**config.mk**
```make
export PLATFORM = sky130hd
export DESIGN_NAME = rc522_reg_access_flat
export DESIGN_NICKNAME = d
export VERILOG_FILES = /design/src/rtl/rc522_reg_access_if.sv /design/src/rtl/rc522_reg_access.sv /design/src/flat_wrapper.sv
export SDC_FILE = /design/constraint.sdc
export NUM_CORES = 1
export LEC_CHECK = 0
export ABC_CLOCK_PERIOD_IN_PS = 4100
export BUFFER_PORTS_ARGS = -buffer_cell sky130_fd_sc_hd__buf_2
export CAP_MARGIN = 20
export CORE_MARGIN = 1
export CORE_UTILIZATION = 54
export CTS_CLUSTER_SIZE = 16
export DETAILED_ROUTE_END_ITERATION = 7
export HOLD_SLACK_MARGIN = 0.03
export PLACE_DENSITY_LB_ADDON = 0.1
export SYNTH_ARGS = -nofsm -noshare
export SYNTH_HDL_FRONTEND = slang
export SYNTH_SLANG_ARGS = --single-unit
```
**constraint.sdc**
```tcl
create_clock -name clk -period 4.1 [get_ports clk]
set_input_delay 0.41 -clock clk [delete_from_list [all_inputs] [get_ports clk]]
set_output_delay 0.41 -clock clk [all_outputs]
set_load 0.01 [all_outputs]
```
**src/rtl/rc522_reg_access_if.sv**
```systemverilog
// Host and SPI byte-engine signals for rc522_reg_access.
// err is present only when RC522_TIMEOUT_EN is defined.
interface rc522_reg_access_if;
    logic       req;
    logic       we;
    logic [5:0] addr;
    logic [7:0] wdata;
    logic [7:0] rdata;
    logic       busy;
    logic       done;
`ifdef RC522_TIMEOUT_EN
    logic       err;
`endif
    logic       spi_start;
    logic [7:0] spi_tx;
    logic [7:0] spi_rx;
    logic       spi_done;

`ifdef RC522_TIMEOUT_EN
    modport master (
        output req, we, addr, wdata, spi_rx, spi_done,
        input  rdata, busy, done, err, spi_start, spi_tx
    );
    modport slave (
        input  req, we, addr, wdata, spi_rx, spi_done,
        output rdata, busy, done, err, spi_start, spi_tx
    );
`else
    modport master (
        output req, we, addr, wdata, spi_rx, spi_done,
        input  rdata, busy, done, spi_start, spi_tx
    );
    modport slave (
        input  req, we, addr, wdata, spi_rx, spi_done,
        output rdata, busy, done, spi_start, spi_tx
    );
`endif
endinterface

```
**src/rtl/rc522_reg_access.sv**
```systemverilog
// Two-byte SPI register read/write sequencer for the RC522 (address byte, gap, data byte).
// Define RC522_TIMEOUT_EN to add a per-byte completion timeout with an err pulse.
module rc522_reg_access #(
    parameter int unsigned GAP_CYCLES     = 2,
    parameter int unsigned TIMEOUT_CYCLES = 64
) (
    input  logic              clk,
    input  logic              rst,
    rc522_reg_access_if.slave bus
);
    localparam int unsigned   GW       = (GAP_CYCLES < 1) ? 1 : $clog2(GAP_CYCLES + 1);
    localparam logic [GW-1:0] GAP_LAST = GW'(GAP_CYCLES);

    // A zero timeout would fire before any byte could ever complete.
    if (TIMEOUT_CYCLES == 0) begin : g_bad_timeout
        $error("TIMEOUT_CYCLES must be nonzero");
    end

    typedef enum logic [2:0] {
        IDLE,
        A_START,
        A_WAIT,
        GAP,
        D_START,
        D_WAIT,
        FINISH
    } state_t;

    state_t        state;
    logic          we_q;
    logic [7:0]    wdata_q;
    logic [GW-1:0] gap_cnt;
    logic          spi_done_q;
    logic          spi_rise;

`ifdef RC522_TIMEOUT_EN
    localparam int unsigned   TW       = (TIMEOUT_CYCLES < 2) ? 1 : $clog2(TIMEOUT_CYCLES);
    localparam logic [TW-1:0] TMO_LAST = TW'(TIMEOUT_CYCLES - 1);
    logic [TW-1:0] tmo_cnt;
`endif

    // Only a fresh rising edge counts; a level left high by the previous byte is ignored.
    always_comb begin
        spi_rise = bus.spi_done & ~spi_done_q;
    end

    always_ff @(posedge clk or posedge rst) begin
        if (rst) begin
            state         <= IDLE;
            we_q          <= 1'b0;
            wdata_q       <= '0;
            gap_cnt       <= '0;
            spi_done_q    <= 1'b0;
            bus.spi_start <= 1'b0;
            bus.spi_tx    <= '0;
            bus.rdata     <= '0;
            bus.busy      <= 1'b0;
            bus.done      <= 1'b0;
`ifdef RC522_TIMEOUT_EN
            bus.err       <= 1'b0;
            tmo_cnt       <= '0;
`endif
        end else begin
            spi_done_q    <= bus.spi_done;
            bus.spi_start <= 1'b0;
            bus.done      <= 1'b0;
`ifdef RC522_TIMEOUT_EN
            bus.err       <= 1'b0;
`endif
            unique case (state)
                IDLE: begin
                    if (bus.req) begin
                        we_q          <= bus.we;
                        wdata_q       <= bus.wdata;
                        bus.spi_tx    <= {~bus.we, bus.addr, 1'b0};
                        bus.spi_start <= 1'b1;
                        bus.busy      <= 1'b1;
                        state         <= A_START;
                    end
                end
                A_START: begin
`ifdef RC522_TIMEOUT_EN
                    tmo_cnt <= '0;
`endif
                    state <= A_WAIT;
                end
                A_WAIT: begin
                    if (spi_rise) begin
                        gap_cnt <= '0;
                        state   <= GAP;
                    end
`ifdef RC522_TIMEOUT_EN
                    else if (tmo_cnt == TMO_LAST) begin
                        bus.err  <= 1'b1;
                        bus.busy <= 1'b0;
                        state    <= IDLE;
                    end else begin
                        tmo_cnt <= tmo_cnt + 1'b1;
                    end
`endif
                end
                // GAP occupies GAP_CYCLES+1 cycles: the count plus the cycle that launches the data byte.
                GAP: begin
                    if (gap_cnt == GAP_LAST) begin
                        bus.spi_tx    <= we_q ? wdata_q : 8'h00;
                        bus.spi_start <= 1'b1;
                        state         <= D_START;
                    end else begin
                        gap_cnt <= gap_cnt + 1'b1;
                    end
                end
                D_START: begin
`ifdef RC522_TIMEOUT_EN
                    tmo_cnt <= '0;
`endif
                    state <= D_WAIT;
                end
                D_WAIT: begin
                    if (spi_rise) begin
                        if (!we_q) begin
                            bus.rdata <= bus.spi_rx;
                        end
                        bus.busy <= 1'b0;
                        bus.done <= 1'b1;
                        state    <= FINISH;
                    end
`ifdef RC522_TIMEOUT_EN
                    else if (tmo_cnt == TMO_LAST) begin
                        bus.err  <= 1'b1;
                        bus.busy <= 1'b0;
                        state    <= IDLE;
                    end else begin
                        tmo_cnt <= tmo_cnt + 1'b1;
                    end
`endif
                end
                FINISH: begin
                    state <= IDLE;
                end
                default: begin
                    state <= IDLE;
                end
            endcase
        end
    end
endmodule

```
**src/flat_wrapper.sv**
```systemverilog
// flat-port wrapper written by rule: the top's interface ports become plain ports
module rc522_reg_access_flat 
#(
    parameter int unsigned GAP_CYCLES     = 2,
    parameter int unsigned TIMEOUT_CYCLES = 64
)
  (clk, rst, bus_req, bus_we, bus_addr, bus_wdata, bus_spi_rx, bus_spi_done, bus_rdata, bus_busy, bus_done, bus_spi_start, bus_spi_tx);
  rc522_reg_access_if bus_i ();
  input  logic clk;
  input  logic rst;
  input wire logic [$bits(bus_i.req)-1:0] bus_req;
  input wire logic [$bits(bus_i.we)-1:0] bus_we;
  input wire logic [$bits(bus_i.addr)-1:0] bus_addr;
  input wire logic [$bits(bus_i.wdata)-1:0] bus_wdata;
  input wire logic [$bits(bus_i.spi_rx)-1:0] bus_spi_rx;
  input wire logic [$bits(bus_i.spi_done)-1:0] bus_spi_done;
  output wire logic [$bits(bus_i.rdata)-1:0] bus_rdata;
  output wire logic [$bits(bus_i.busy)-1:0] bus_busy;
  output wire logic [$bits(bus_i.done)-1:0] bus_done;
  output wire logic [$bits(bus_i.spi_start)-1:0] bus_spi_start;
  output wire logic [$bits(bus_i.spi_tx)-1:0] bus_spi_tx;
  assign bus_i.req = bus_req;
  assign bus_i.we = bus_we;
  assign bus_i.addr = bus_addr;
  assign bus_i.wdata = bus_wdata;
  assign bus_i.spi_rx = bus_spi_rx;
  assign bus_i.spi_done = bus_spi_done;
  assign bus_rdata = bus_i.rdata;
  assign bus_busy = bus_i.busy;
  assign bus_done = bus_i.done;
  assign bus_spi_start = bus_i.spi_start;
  assign bus_spi_tx = bus_i.spi_tx;
  rc522_reg_access #(.GAP_CYCLES(GAP_CYCLES), .TIMEOUT_CYCLES(TIMEOUT_CYCLES)) u_core (.clk(clk), .rst(rst), .bus(bus_i));
endmodule
```
Word level (Yosys, flattened, before mapping)
Cells that the tools add are included.
W data, S select, Z words.

word-level totals
  register bits after elaboration = 34
  bits of input ports = 27
  output and inout port bits = 19
  word-level logic and storage cells = 56

operators by class
  add/subtract/negate cells = 1
  eq/ne operators = 11
  mux-type cells = 20
  bitwise gates (word level) = 4
  reduce and logical (&&, ||, !) cells = 10

operator list
  cell                   number
  $mux W8                3
  $pmux W3 S6            1
  $pmux W8 S2            1
  $mux W3                4
  $reduce_and A3 Y1      4
  $eq A3 B2 Y1 const B   2
  $eq A3 B3 Y1 const B   2
  $mux W1                6
  $ne A2 B1 Y1 const B   3
  $reduce_bool A2 Y1     3
  $mux W2                2
  $ne A2 B2 Y1 const B   2
  $pmux W1 S2            2
  $pmux W2 S2            1
  $reduce_and A4 Y1      1
  $eq A3 B1 Y1 const B   1
  $logic_not A3 Y1       1
  $not A1 Y1             3
  $add A2 B1 Y2 const B  1
  $eq A2 B2 Y1 const B   1
  $reduce_and A2 Y1      1
  $and A1 B1 Y1          1

Logic depth before layout (Yosys ltp)
Gate-level depths: netlist of the first run.

  depth in word-level cells = 4
  depth in mapped cells = 5
  mapped depth without buffers = 5

Worst setup path before layout of the first run
No wires, ideal clock.

  path kind = register -> register
  start = register u_core.state[1]
  end = register u_core.bus.spi_tx[0]
  setup time = 125 ps
  arrival time = 1463 ps
  setup slack = 2512 ps
  stages on the path, launching flop included = 4
  period minus slack after synthesis = 1588 ps
  cell sequence = dfrtp_1 -> or3b_4 -> a21oi_4 -> mux2_2

between the ends
  longest elaborated chain between the ends = 3
  elaborated cells between the ends (all ways) = 7
  those cells by class = eq/ne (3); mux (1); reduce/logical (3)

ends and longest elaborated chain
  what                                                         line                       source
  start, declared                                              rc522_reg_access.sv:29     state_t state;
  start signal, assigned                                       rc522_reg_access.sv:49     state <= IDLE;
  start signal, assigned                                       rc522_reg_access.sv:78     state <= A_START;
  start signal, assigned                                       rc522_reg_access.sv:85     state <= A_WAIT;
  $eq A3 B2 Y1 or $logic_not A3 Y1 (tied branches)             rc522_reg_access.sv:70     unique case (state)
  $ne A2 B1 Y1 (no source line), or another cell as far along  n/a
  $reduce_and A3 Y1 (no source line)                           n/a
  end signal, assigned                                         rc522_reg_access.sv:75     bus.spi_tx <= {~bus.we, bus.addr, 1'b0};
  end signal, assigned                                         rc522_reg_access.sv:105    bus.spi_tx <= we_q ? wdata_q : 8'h00;
  end, declared                                                rc522_reg_access_if.sv:35  output rdata, busy, done, spi_start, spi_tx

Parallel ways exist; a longest one is shown, timed or not.
A chain may end at the register's enable or synchronous reset.

Worst setup path after layout of the first run
  start = register u_core.state[0]
  end = register u_core.wdata_q[0]

between the ends
  longest elaborated chain between the ends = 2

ends and longest elaborated chain
  what                                line                    source
  $logic_not A3 Y1                    rc522_reg_access.sv:70
  $reduce_and A2 Y1 (no source line)  n/a
  end signal, assigned                rc522_reg_access.sv:74  wdata_q <= bus.wdata;
  end, declared                       rc522_reg_access.sv:31  logic [7:0] wdata_q;

Every way passes these cells.

==> summary.md, run 1 <==
| Metric | Value |
|---|---|
| Share of synthesized flip-flops with an asynchronous set or reset | 1.00 |
| CP arrival | 1.98 ns |
| Final setup violation count | 0 |
| R2R Setup Slk | 2.33 ns |
| Routed wire length | 2830 um |
| Post-Syn Nets | 147 |
| Setup ws final | 2.33 ns |
| Transition time at the pin with the least slew margin | 0.506 ns |
| Antenna violations before repair | 0 |
| Number of clock buffers inserted by TritonCTS | 5 |
| Average routed wire per standard cell | 14.3 um |
| Number of cells upsized or downsized after cts | 0 |
| Vias | 1069 |
| Top-level I/O count | 46 |
| Final net count | 196 |
| Termination of the worst setup path | u_core.wdata_q[0]$_DFFE_PP0P_ |
| Buffer depth of the longest clock path | 2 |
| Tightest slew margin relative to the limit | 0.663 |
| Via count of the first global-routing pass | 1144 |
| Fraction of layout cells with a size suffix above 1 | 0.500 |
| P&R area growth vs syn | 19.6% |
| Clock tree root buffer cell | clkbuf_4 |
| Number of buffer and inverter instances along the worst setup path | 0 |
| Worst clock skew | 0.00926 ns |
| Cell area after synthesis | 1530 um2 |
| Post-synthesis cell count | 119 |
| Post-placement cell count | 191 |
| Yosys top cell area share | 0.556 |
| Number of max-slew violations in the final report | 0 |
| Endpoint type of the worst setup path | flop |
| Launch point of the worst path | u_core.state[0]$_DFFE_PP0P_ |
| Die footprint | 3050 um2 |
| Maxcap violations | 0 |
| Core region area | 2570 um2 |
| Final GP Congestion | 0.766 |
| Total power divided by cell area | 640 nW/um2 |
| Antenna viol nets, final | 0 |
| Final design instance area without fill | 1830 um2 |
| Setup repair after global routing missed its margin | false |
| H-tree depth | 2 |
| Number of detailed-routing iterations run before antenna repair | 4 |
| Startpoint class of the critical path | flop |
| CTS Hold Buffers Added | 0 |
| Die H | 55.2 um |
| Remaining design rule violation count | 0 |
| First-pass GRT wire length | 5080 um |
| Post-route non-filler standard cell count | 198 |
| Worst setup slack before clock tree synthesis | 2.34 ns |
| Final-report hold violation count | 0 |
| Area taken by flip-flops and latches | 851 um2 |
| Placed inst area | 1780 um2 |
| Synth cell count leaders | 34 x dfrtp_1, 25 x mux2_2, 10 x inv_1 |
| Tot Pwr | 1.17 mW |
| Library cell occupying the most area in the post-synthesis netlist | dfrtp_1 |
| Number of distinct library cells after synthesis | 28 |
| Number of flops mapped to enable cells by yosys | 0 |
| Count of input and output buffers | 45 |
| WP depth | 3 |
| Hold crit path type | primary input to async pin |
| HPWL Detailed | 2080 um |
| Sequential fraction of the synthesis area | 0.556 |
| Maximum frequency from static timing analysis | 0.566 GHz |
| Total negative slack | 0 ns |
| Die Span X | 55.2 um |
| Pin count of the biggest net entering global routing | 35 |
| Via-to-Cell Ratio | 5.40 |
| Synthesized area per cell | 12.8 um2 |
| Startpoint of the most critical register-to-register path | u_core.state[0]$_DFFE_PP0P_ |
| Insertion delay to the later sink of the worst-skew pair | 0.33 ns |
| Kind of critical path | flop to flop |
| CTS tree | done |
| GR Overflow Total | 0 |
| Number of warnings reported in the yosys synthesis log | 0 |
| Cell at the slowest stage of the critical path | dfrtp_1 |
| Reg-to-Reg End | u_core.wdata_q[0]$_DFFE_PP0P_ |
| Clock transition at the register clock pins on the worst setup and hold paths after CTS | 0.10 ns |
| Number of cells on the worst reg-to-reg path | 3 |
| Most common cell in the synthesized netlist | dfrtp_1 |
| Row count | 18 |
| Leakage Power | 0.958 nW |
| Total routing resource utilization after global routing | 0.215 |
| Postcts setup bufs | 0 |
| Number of clock sinks | 34 |
| Largest stage delay on the critical path | 0.51 ns |
| Total area of multi-input combinational cells | 622 um2 |
| Part of the cycle the worst path needs | 0.431 |
| Result of the run | finished clean |
| Crit-path max FO | 12 |
| Iter 0 DRT Violations | 13 |
| Chain of cells forming the critical path | or3b_4, nor2_4, mux2_2 |
| Layout filler cell count | 211 |
| Seq cells post-synth | 34 |
| Final critical-path required period | 1.77 ns |
| Number of antenna diodes | 0 |
| Cell family contributing the most delay on the critical path | simple AND/OR/NAND/NOR gates |
| Worst VDD drop | 476 uV |
| Starting utilization of the core area | 0.596 |
| Worst EP required | 4.32 ns |
| Ranking of synthesized cells by area | dfrtp_1 56%, mux2_2 18%, mux2i_1 5.2% |
| Primary flip-flop cell chosen by synthesis mapping | dfrtp_1 |
==> where the power goes <==
part	switching [mW]	internal, mW	total [mW]
combinational	0.195	0.241	0.436
clock	0.107	0.0615	0.168
sequential	0.105	0.461	0.566
==> routing by layer <==
layer  up-vias  global-route usage  wire length, um
li1        508                   -                -
met2        29               0.361             1480
met5         -                   0                0
met1       525               0.254             1180
met4         0               0.118               52
met3         7              0.0515              123
==> layout make-up <==
cell class              count  area share
clock buffers               5      0.0205
multi-input cells          71       0.340
inverters                  10      0.0205
clock inverters             2     0.00548
well taps                  30      0.0205
repair buffers             46       0.127
flip-flops and latches     34       0.465
==> stage by stage <==
step	util	hold slack [ns]
finish	0.712	0.140
global placement	0.693	0.483
CTS	0.712	0.150
global route	0.712	0.178
detailed placement	0.693	0.487
floorplan	-	0.441
==> sequential cells by signal (all words and copies together) (netlist names) <==
signal                cells
u_core.we_q               1
u_core.bus.busy           1
u_core.bus.rdata          8
u_core.wdata_q            8
u_core.bus.spi_tx         8
u_core.bus.done           1
u_core.state              3
u_core.gap_cnt            2
u_core.bus.spi_start      1
u_core.spi_done_q         1
==> cell families after synthesis <==
family | share of synthesized area
buf+inv | 0.0368
compound gates | 0.0606
mux | 0.236
fa+ha+maj | 0.00818
simple gates | 0.101
flops | 0.556
==> placed cells by master, fill, tap and decap left out, types with 2 or more instances in the layout <==
| cell type | instances |
|---|---|
| dfrtp_1 | 34 |
| mux2i_1 | 8 |
| clkinv_2 | 2 |
| nand2b_1 | 3 |
| buf_2 | 45 |
| inv_1 | 10 |
| o21ai_0 | 3 |
| a22o_1 | 2 |
| nor2b_1 | 2 |
| a21oi_1 | 3 |
| clkbuf_4 | 5 |
| nand2_1 | 9 |
| mux2_2 | 25 |
==> worst min-delay path by stage <==
stage,startpoint,end,slack (ns),cells past startpoint
5_1_grt,rst,u_core.bus.rdata[1]$_DFFE_PP0P_,0.18,3
3_3_place_gp,u_core.bus.rdata[0]$_DFFE_PP0P_,u_core.bus.rdata[0]$_DFFE_PP0P_,0.48,1
6_report,rst,u_core.bus.rdata[1]$_DFFE_PP0P_,0.14,3
3_5_place_dp,u_core.bus.rdata[7]$_DFFE_PP0P_,u_core.bus.rdata[7]$_DFFE_PP0P_,0.49,1
2_1_floorplan,bus_spi_done,u_core.spi_done_q$_DFF_PP0_,0.44,0
4_1_cts,rst,u_core.bus.spi_tx[7]$_DFFE_PP0P_,0.15,3
==> worst min-delay path, stage by stage <==
cell	delay, ns
buf_2	0.09
inv_1	0.04
buf_4	0.37
Power figures use the tool's default switching activity.
==> run 2: changes to the inputs <==
- ABC_AREA: default -> 1
- ABC_CLOCK_PERIOD_IN_PS: 4100 -> 1600
- CORE_UTILIZATION: 54 -> 45
- clock period: 4.1 -> 1.6 ns (I/O delays scaled with it)
==> run 2 against run 1 <==
Effect of this change:
- register-to-register slack got worse by 2.1 ns
- sequential share of layout area decreased by 1.4 points
- synthesized cell count increased by 54%
- largest cell class unchanged
==> summary.md, run 2 <==
| Metric | Value |
|---|---|
| Result of the run | finished clean |
| Reg-to-Reg End | u_core.bus.rdata[4]$_DFFE_PP0P_ |
| Placed inst area | 1810 um2 (+1.4%) |
| Hold crit path type | primary input to flop |
| H-tree depth | 2 (unchanged) |
| Number of cells upsized or downsized after cts | 0 (unchanged) |
| Total power divided by cell area | 1730 nW/um2 (+170%) |
| Most common cell after layout, fill and taps aside | nand2_1 |
| Final setup violation count | 0 (unchanged) |
| Clock transition at the register clock pins on the worst setup and hold paths after CTS | 0.10 ns (about the same) |
| Tightest slew margin relative to the limit | 0.727 (+0.0640) |
| Combinational share of power | 0.398 (+0.025) |
| Routed wire length | 3170 um (+12%) |
| Number of warnings reported in the yosys synthesis log | 0 (unchanged) |
| Worst clock skew | 0.00852 ns (-0.000738 ns) |
| Count of input and output buffers | 45 (unchanged) |
| Net switching power | 1.33 mW (+230%) |
| Die Span X | 60.5 um (+9.5%) |
| Internal power contribution | 1.93 mW (+150%) |
| Average routed wire per standard cell | 11.3 um (-21%) |
| Number of detailed-routing iterations run before antenna repair | 4 (unchanged) |
| Final critical-path required period | 1.35 ns (-0.419 ns) |
| Number of clock sinks | 34 (unchanged) |
| Worst VDD drop | 796 uV (+67%) |
| Via count of the first global-routing pass | 1196 (+4.5%) |
| Clk network pwr share | 0.151 (+0.007) |
| Vias | 1307 (+22%) |
| Kind of critical path | flop to flop |
| Starting utilization of the core area | 0.488 (-0.107) |
| Iter 0 DRT Violations | 67 (+54) |
| Top-level I/O count | 46 (unchanged) |
| Part of the cycle the worst path needs | 0.842 (+0.411) |
| Die footprint | 3660 um2 (+20%) |
| Final GP Congestion | 0.793 (+3.6%) |
| Synthesized area per cell | 8.41 um2 (-35%) |
| Maxcap violations | 0 (unchanged) |
| Maximum frequency from static timing analysis | 0.742 GHz (+31%) |
| Primary flip-flop cell chosen by synthesis mapping | dfrtp_1 |
| Fraction of layout cells with a size suffix above 1 | 0.280 (-0.220) |
| Insertion delay to the later sink of the worst-skew pair | 0.33 ns (about the same) |
| Sequential fraction of the synthesis area | 0.553 (-0.00362) |
| Transition time at the pin with the least slew margin | 0.409 ns (-0.0960 ns) |
| P&R area growth vs syn | 22.5% |
| Leading cell types in the layout, fill and taps excluded | 65 x nand2_1, 45 x buf_2, 34 x dfrtp_1, 19 x inv_1, 15 x nand3_1 |
| Antenna violations before repair | 0 (unchanged) |
| Worst EP required | 1.84 ns (-2.48 ns) |
| Number of flops mapped to enable cells by yosys | 0 (unchanged) |
| HPWL Detailed | 2360 um (+14%) |
| Die H | 60.5 um (+9.5%) |
| Number of distinct library cells after synthesis | 21 (-25%) |
| First-pass GRT wire length | 5000 um (-1.5%) |
| Synth cell count leaders | 65 x nand2_1, 34 x dfrtp_1, 19 x inv_1 |
| R2R Setup Slk | 0.25 ns (-2.08 ns) |
| Buffer depth of the longest clock path | 2 (unchanged) |
| Endpoint type of the worst setup path | flop |
| Ranking of synthesized cells by area | dfrtp_1 55%, nand2_1 16%, nand3_1 4.9% |
| Pin count of the biggest net entering global routing | 35 (unchanged) |
| CTS tree | done |
| Number of max-slew violations in the final report | 0 (unchanged) |
| Startpoint of the most critical register-to-register path | u_core.state[1]$_DFFE_PP0P_ |
| End point of the worst hold path | u_core.bus.rdata[0]$_DFFE_PP0P_ |
| Seq cells post-synth | 34 (unchanged) |
| Via-to-Cell Ratio | 4.67 (-14%) |
| Final design instance area without fill | 1890 um2 (+3.1%) |
| Total negative slack | 0 ns (unchanged) |
| Number of cells on the worst reg-to-reg path | 6 (+3) |
| Postcts setup bufs | 0 (unchanged) |
| Final-report hold violation count | 0 (unchanged) |
| Clock tree root buffer cell | clkbuf_4 |
| GR Overflow Total | 0 (unchanged) |
| Layout filler cell count | 316 (+50%) |
| Core region area | 3150 um2 (+23%) |
| Yosys top cell area share | 0.553 (-0.00362) |
| Most common cell in the synthesized netlist | nand2_1 |
| Register share of total power | 0.451 (-0.033) |
| Cell area after synthesis | 1540 um2 (+0.65%) |
| Registers with the highest flip-flop counts | u_core.bus.rdata: 8 flops, u_core.bus.spi_tx: 8 flops, u_core.wdata_q: 8 flops |
| Startpoint class of the critical path | flop |
| Antenna viol nets, final | 0 (unchanged) |
| Sw Share | 0.408 (+0.0604) |
| Leakage Power | 1.08 nW (+12%) |
| Number of stages on the worst hold path | 3 |
| Total routing resource utilization after global routing | 0.189 (-0.0269) |
| Worst Min Path Start | bus_spi_rx[0] |
| Post-synthesis cell count | 183 (+54%) |
| Number of antenna diodes | 0 (unchanged) |
| Setup repair after global routing missed its margin | false |
| Crit-path max FO | 10 (-2) |
| Row count | 20 (+2) |
| Remaining design rule violation count | 0 (unchanged) |
| Share of synthesized flip-flops with an asynchronous set or reset | 1.00 (unchanged) |
| Post-Syn Nets | 211 (+44%) |
| CP arrival | 1.58 ns (-0.40 ns) |
| Number of clock buffers inserted by TritonCTS | 5 (unchanged) |
| Library cell occupying the most area in the post-synthesis netlist | dfrtp_1 |
| Final net count | 263 (+34%) |
==> run 2: changes by cell type in the layout (fill, tap and decap cells not counted), sizes merged, moves of 3 or more <==
| cell | delta |
|---|---|
| nand2 | +60 |
| mux2 | -25 |
| o21ai | +20 |
| nand3 | +16 |
| inv | +11 |
| nor2 | +9 |
| mux2i | -8 |
| nand2b | -3 |
==> run 2: cells by family after synthesis <==
logic type,after synthesis,synth area share
flops,34,0.553
fa+ha+maj,1,0.00813
compound gates,26,0.0878
buf+inv,26,0.0724
simple gates,96,0.279
==> run 2: layer usage <==
layer  track usage  vias up  wire length (um)
met2         0.283       46              1360
li1              -      676                 -
met1         0.248      573              1570
met4         0.110        0                83
met5             0        -                 0
met3        0.0469       12               160
==> run 2: per-stage QoR <==
| step | hold slack, ns | util | power, mW | std cells | setup WS, ns |
|---|---|---|---|---|---|
| after floorplan | 0.191 | - | 2.37 | 183 | 0.440 |
| after global placement | 0.264 | 0.573 | 2.72 | 270 | 0.315 |
| after detailed placement | 0.270 | 0.573 | 2.78 | 270 | 0.267 |
| after CTS | 0.0358 | 0.598 | 3.28 | 280 | 0.256 |
| after global routing | 0.0374 | 0.598 | 3.55 | 280 | 0.103 |
| final | 0.0470 | 0.598 | 3.26 | 280 | 0.252 |
==> run 2: power groups by stage <==
stage          sequential, mW  clock, mW  combinational (mW)
2_1_floorplan            1.52          0               0.847
3_3_place_gp             1.47          0                1.25
3_5_place_dp             1.48          0                1.30
4_1_cts                  1.47      0.506                1.30
5_1_grt                  1.51      0.544                1.49
6_report                 1.47      0.491                1.30
==> run 2: layout make-up <==
cell class | instances | area (um2) | area share
clock buffers | 7 | 55.1 | 0.0292
clock inverters | 1 | 5.00 | 0.00265
inverters | 22 | 82.6 | 0.0438
multi-input cells | 123 | 577 | 0.306
flip-flops and latches | 34 | 851 | 0.451
well taps | 44 | 55.1 | 0.0292
repair buffers | 49 | 260 | 0.138
==> run 2: timing repair <==
item,CTS,global route
setup endpoints to repair,0,0
hold buffers,2,0
hold endpoints to repair,35,0
==> run 2: worst max-delay path by stage <==
stage,cells past startpoint,from,to
2_1_floorplan,5,u_core.state[1]$_DFFE_PP0P_,u_core.we_q$_DFFE_PP0P_
3_3_place_gp,6,u_core.state[1]$_DFFE_PP0P_,u_core.bus.rdata[6]$_DFFE_PP0P_
3_5_place_dp,6,u_core.state[1]$_DFFE_PP0P_,u_core.bus.rdata[5]$_DFFE_PP0P_
4_1_cts,6,u_core.state[1]$_DFFE_PP0P_,u_core.bus.rdata[5]$_DFFE_PP0P_
5_1_grt,5,u_core.state[2]$_DFFE_PP0P_,u_core.state[0]$_DFFE_PP0P_
6_report,6,u_core.state[1]$_DFFE_PP0P_,u_core.bus.rdata[4]$_DFFE_PP0P_
==> run 2: worst max-delay path, cell delays in order, from the launching register on <==
cell and delay, ns:
dfrtp_1 0.48, inv_2 0.08, nand3_1 0.15, nor2_4 0.29, nand2_4 0.13, nand2_1 0.08
nand2_1 0.05
==> run 3: changes to the inputs <==
- ABC_CLOCK_PERIOD_IN_PS: 1600 -> 1200
- clock period: 1.6 -> 1.2 ns (I/O delays scaled with it)
==> run 3 against run 2 <==
Effect of this change:
- the run now ends with negative setup slack left
- worst setup slack lost 0.29 ns
- clock power grew 56%
- wire length grew 13%
- sequential cell count is the same
- clock skew shrank 0.0013 ns
- first-iteration DRC count shrank 28%
- non-clock buffer count grew 28
- power grew 53%
- global-route usage grew 1.9 points
- maximum frequency grew 9.3%
- largest power group is now combinational logic
- highest routed layer unchanged
==> summary.md, run 3 (same netlist as run 2, synthesis figures left out) <==
| Metric | Value |
|---|---|
| CP arrival | 1.46 ns (-0.12 ns) |
| Clock transition at the register clock pins on the worst setup and hold paths after CTS | 0.10 ns (about the same) |
| Via-to-Cell Ratio | 4.66 (-0.14%) |
| Worst VDD drop | 1160 uV (+45%) |
| Maxcap violations | 0 (unchanged) |
| HPWL Detailed | 2460 um (+4.0%) |
| Remaining design rule violation count | 0 (unchanged) |
| Final-report hold violation count | 0 (unchanged) |
| Final GP Congestion | 0.771 (-2.8%) |
| Core region area | 3150 um2 (unchanged) |
| Number of detailed-routing iterations run before antenna repair | 4 (unchanged) |
| Via count of the first global-routing pass | 1249 (+4.4%) |
| Registers with the highest flip-flop counts | u_core.bus.rdata: 8 flops, u_core.bus.spi_tx: 8 flops, u_core.wdata_q: 8 flops |
| Violated checks | negative setup slack |
| Number of clock sinks | 34 (unchanged) |
| Number of cells on the worst reg-to-reg path | 5 (-1) |
| Count of input and output buffers | 45 (unchanged) |
| Buffer depth of the longest clock path | 2 (unchanged) |
| GR Overflow Total | 0 (unchanged) |
| Share of the core filled with cells | 0.711 (+0.113) |
| P&R area growth vs syn | 45.6% |
| Maximum frequency from static timing analysis | 0.811 GHz (+9.3%) |
| First-pass GRT wire length | 5420 um (+8.3%) |
| Row count | 20 (unchanged) |
| Reg-to-Reg End | u_core.we_q$_DFFE_PP0P_ |
| CTS tree | done |
| Routed wire length | 3580 um (+13%) |
| Kind of critical path | flop to flop |
| Worst EP required | 1.42 ns (-0.42 ns) |
| Vias | 1445 (+11%) |
| Most common cell after layout, fill and taps aside | nand2_1 |
| Tot Pwr | 4.99 mW (+53%) |
| Antenna violations before repair | 0 (unchanged) |
| R2R Setup Slk | -0.03 ns (-0.29 ns) |
| Final setup violation count | 19 (+19) |
| Setup ws final | -0.0329 ns (-0.285 ns) |
| H-tree depth | 2 (unchanged) |
| Total negative slack | -0.249 ns (-0.249 ns) |
| Total routing resource utilization after global routing | 0.207 (+0.0189) |
| Crit-path max FO | 19 (+9) |
| Clock tree root buffer cell | clkbuf_4 |
| Number of antenna diodes | 0 (unchanged) |
| Startpoint class of the critical path | flop |
| Leakage Power | 1.22 nW (+14%) |
| Antenna viol nets, final | 0 (unchanged) |
| Final net count | 293 (+11%) |
| Startpoint of the most critical register-to-register path | u_core.state[2]$_DFFE_PP0P_ |
| Final critical-path required period | 1.23 ns (-0.115 ns) |
| Pin count of the biggest net entering global routing | 35 (unchanged) |
| Top-level I/O count | 46 (unchanged) |
| Average routed wire per standard cell | 11.5 um (+1.9%) |
| Tightest slew margin relative to the limit | 0.723 (-0.00385) |
| Leading cell types in the layout, fill and taps excluded | 55 x nand2_1, 45 x buf_2, 31 x dfrtp_1, 18 x dlygate4sd3_1, 17 x inv_1 |
| Part of the cycle the worst path needs | 1.03 (+0.185) |
| Launch point of the worst path | u_core.state[2]$_DFFE_PP0P_ |
| Die footprint | 3660 um2 (unchanged) |
| Hold crit path type | primary input to flop |
| Transition time at the pin with the least slew margin | 0.415 ns (+0.00578 ns) |
| Die H | 60.5 um (unchanged) |
| Starting utilization of the core area | 0.488 (unchanged) |
| Total power divided by cell area | 2230 nW/um2 (+29%) |
| Fraction of layout cells with a size suffix above 1 | 0.376 (+0.0963) |
| Worst setup slack before clock tree synthesis | -0.0528 ns (-0.319 ns) |
| Result of the run | finished, violations left |
| Setup repair after global routing missed its margin | true |
| Endpoint type of the worst setup path | flop |
| Number of max-slew violations in the final report | 0 (unchanged) |
| Worst clock skew | 0.00725 ns (-0.00127 ns) |
| Insertion delay to the later sink of the worst-skew pair | 0.34 ns (about the same) |
| Termination of the worst setup path | u_core.we_q$_DFFE_PP0P_ |
| Iter 0 DRT Violations | 48 (-28%) |
| Number of clock buffers inserted by TritonCTS | 5 (unchanged) |
| Die Span X | 60.5 um (unchanged) |
[run 3: changes by cell type in the layout (fill, tap and decap cells not counted), moves of 3 or more]
cell	before	now
buf_4	2	10
buf_6	0	4
dfrtp_1	34	31
dfrtp_2	0	3
dlygate4sd3_1	2	18
nand2_1	65	55
nand2_2	2	12
o21ai_0	13	7
o21ai_1	9	15
[run 3: through the flow]
stage / std cells / hold WS (ns) / instance area, um2
after floorplan: 183 / 0.151 / 1540
after global placement: 279 / 0.222 / 1870
after detailed placement: 279 / 0.233 / 1870
after CTS: 306 / 0.0436 / 2140
after global routing: 310 / 0.0378 / 2240
final: 310 / 0.0599 / 2240
[run 3: worst min-delay path by stage]
stage / to / slack [ns] / cells after the start / start
6_report: u_core.we_q$_DFFE_PP0P_ / 0.06 / 3 / bus_we
5_1_grt: u_core.we_q$_DFFE_PP0P_ / 0.04 / 3 / bus_we
4_1_cts: u_core.we_q$_DFFE_PP0P_ / 0.04 / 3 / bus_we
3_5_place_dp: u_core.bus.rdata[0]$_DFFE_PP0P_ / 0.23 / 3 / rst
3_3_place_gp: u_core.bus.rdata[0]$_DFFE_PP0P_ / 0.22 / 3 / rst
2_1_floorplan: u_core.spi_done_q$_DFF_PP0_ / 0.15 / 0 / bus_spi_done
[run 3: area by class of cell]
cell class	count	area [um2]
well taps	44	55.1
clock buffers	8	78.8
multi-input cells	124	633
repair inverters	1	6.26
inverters	22	87.6
repair buffers	77	526
flip-flops and latches	34	855
fillers	276	912
[run 3: per-layer routing]
metal | vias to the layer above | GRT usage | wire length (um)
met1 | 654 | 0.265 | 1620
li1 | 746 | - | -
met4 | 0 | 0.0942 | 72
met3 | 9 | 0.0768 | 163
met2 | 36 | 0.316 | 1720
met5 | - | 0 | 0
[run 3: power breakdown]
part	switching (mW)	internal [mW]	total (mW)
registers	0.352	1.64	1.99
logic	1.28	0.955	2.23
clock network	0.367	0.400	0.767
total	2.00	3.00	4.99
[run 3: what timing repair did]
item / 4_1_cts / 5_1_grt
cloned: 0 / 2
endpoints found under the setup margin: 22 / 30
gates resized for setup: 4 / 30
hold buffers: 18 / 0
setup buffers: 1 / 2
pin swaps: 0 / 5
endpoints found under the hold margin: 51 / 0
[run 3: worst max-delay path, stage by stage, from the launching register on]
cell and delay [ns]:
dfrtp_2 0.47, nor2_2 0.17, nand3_2 0.15, buf_6 0.19
nor2_1 0.09, a21oi_1 0.05
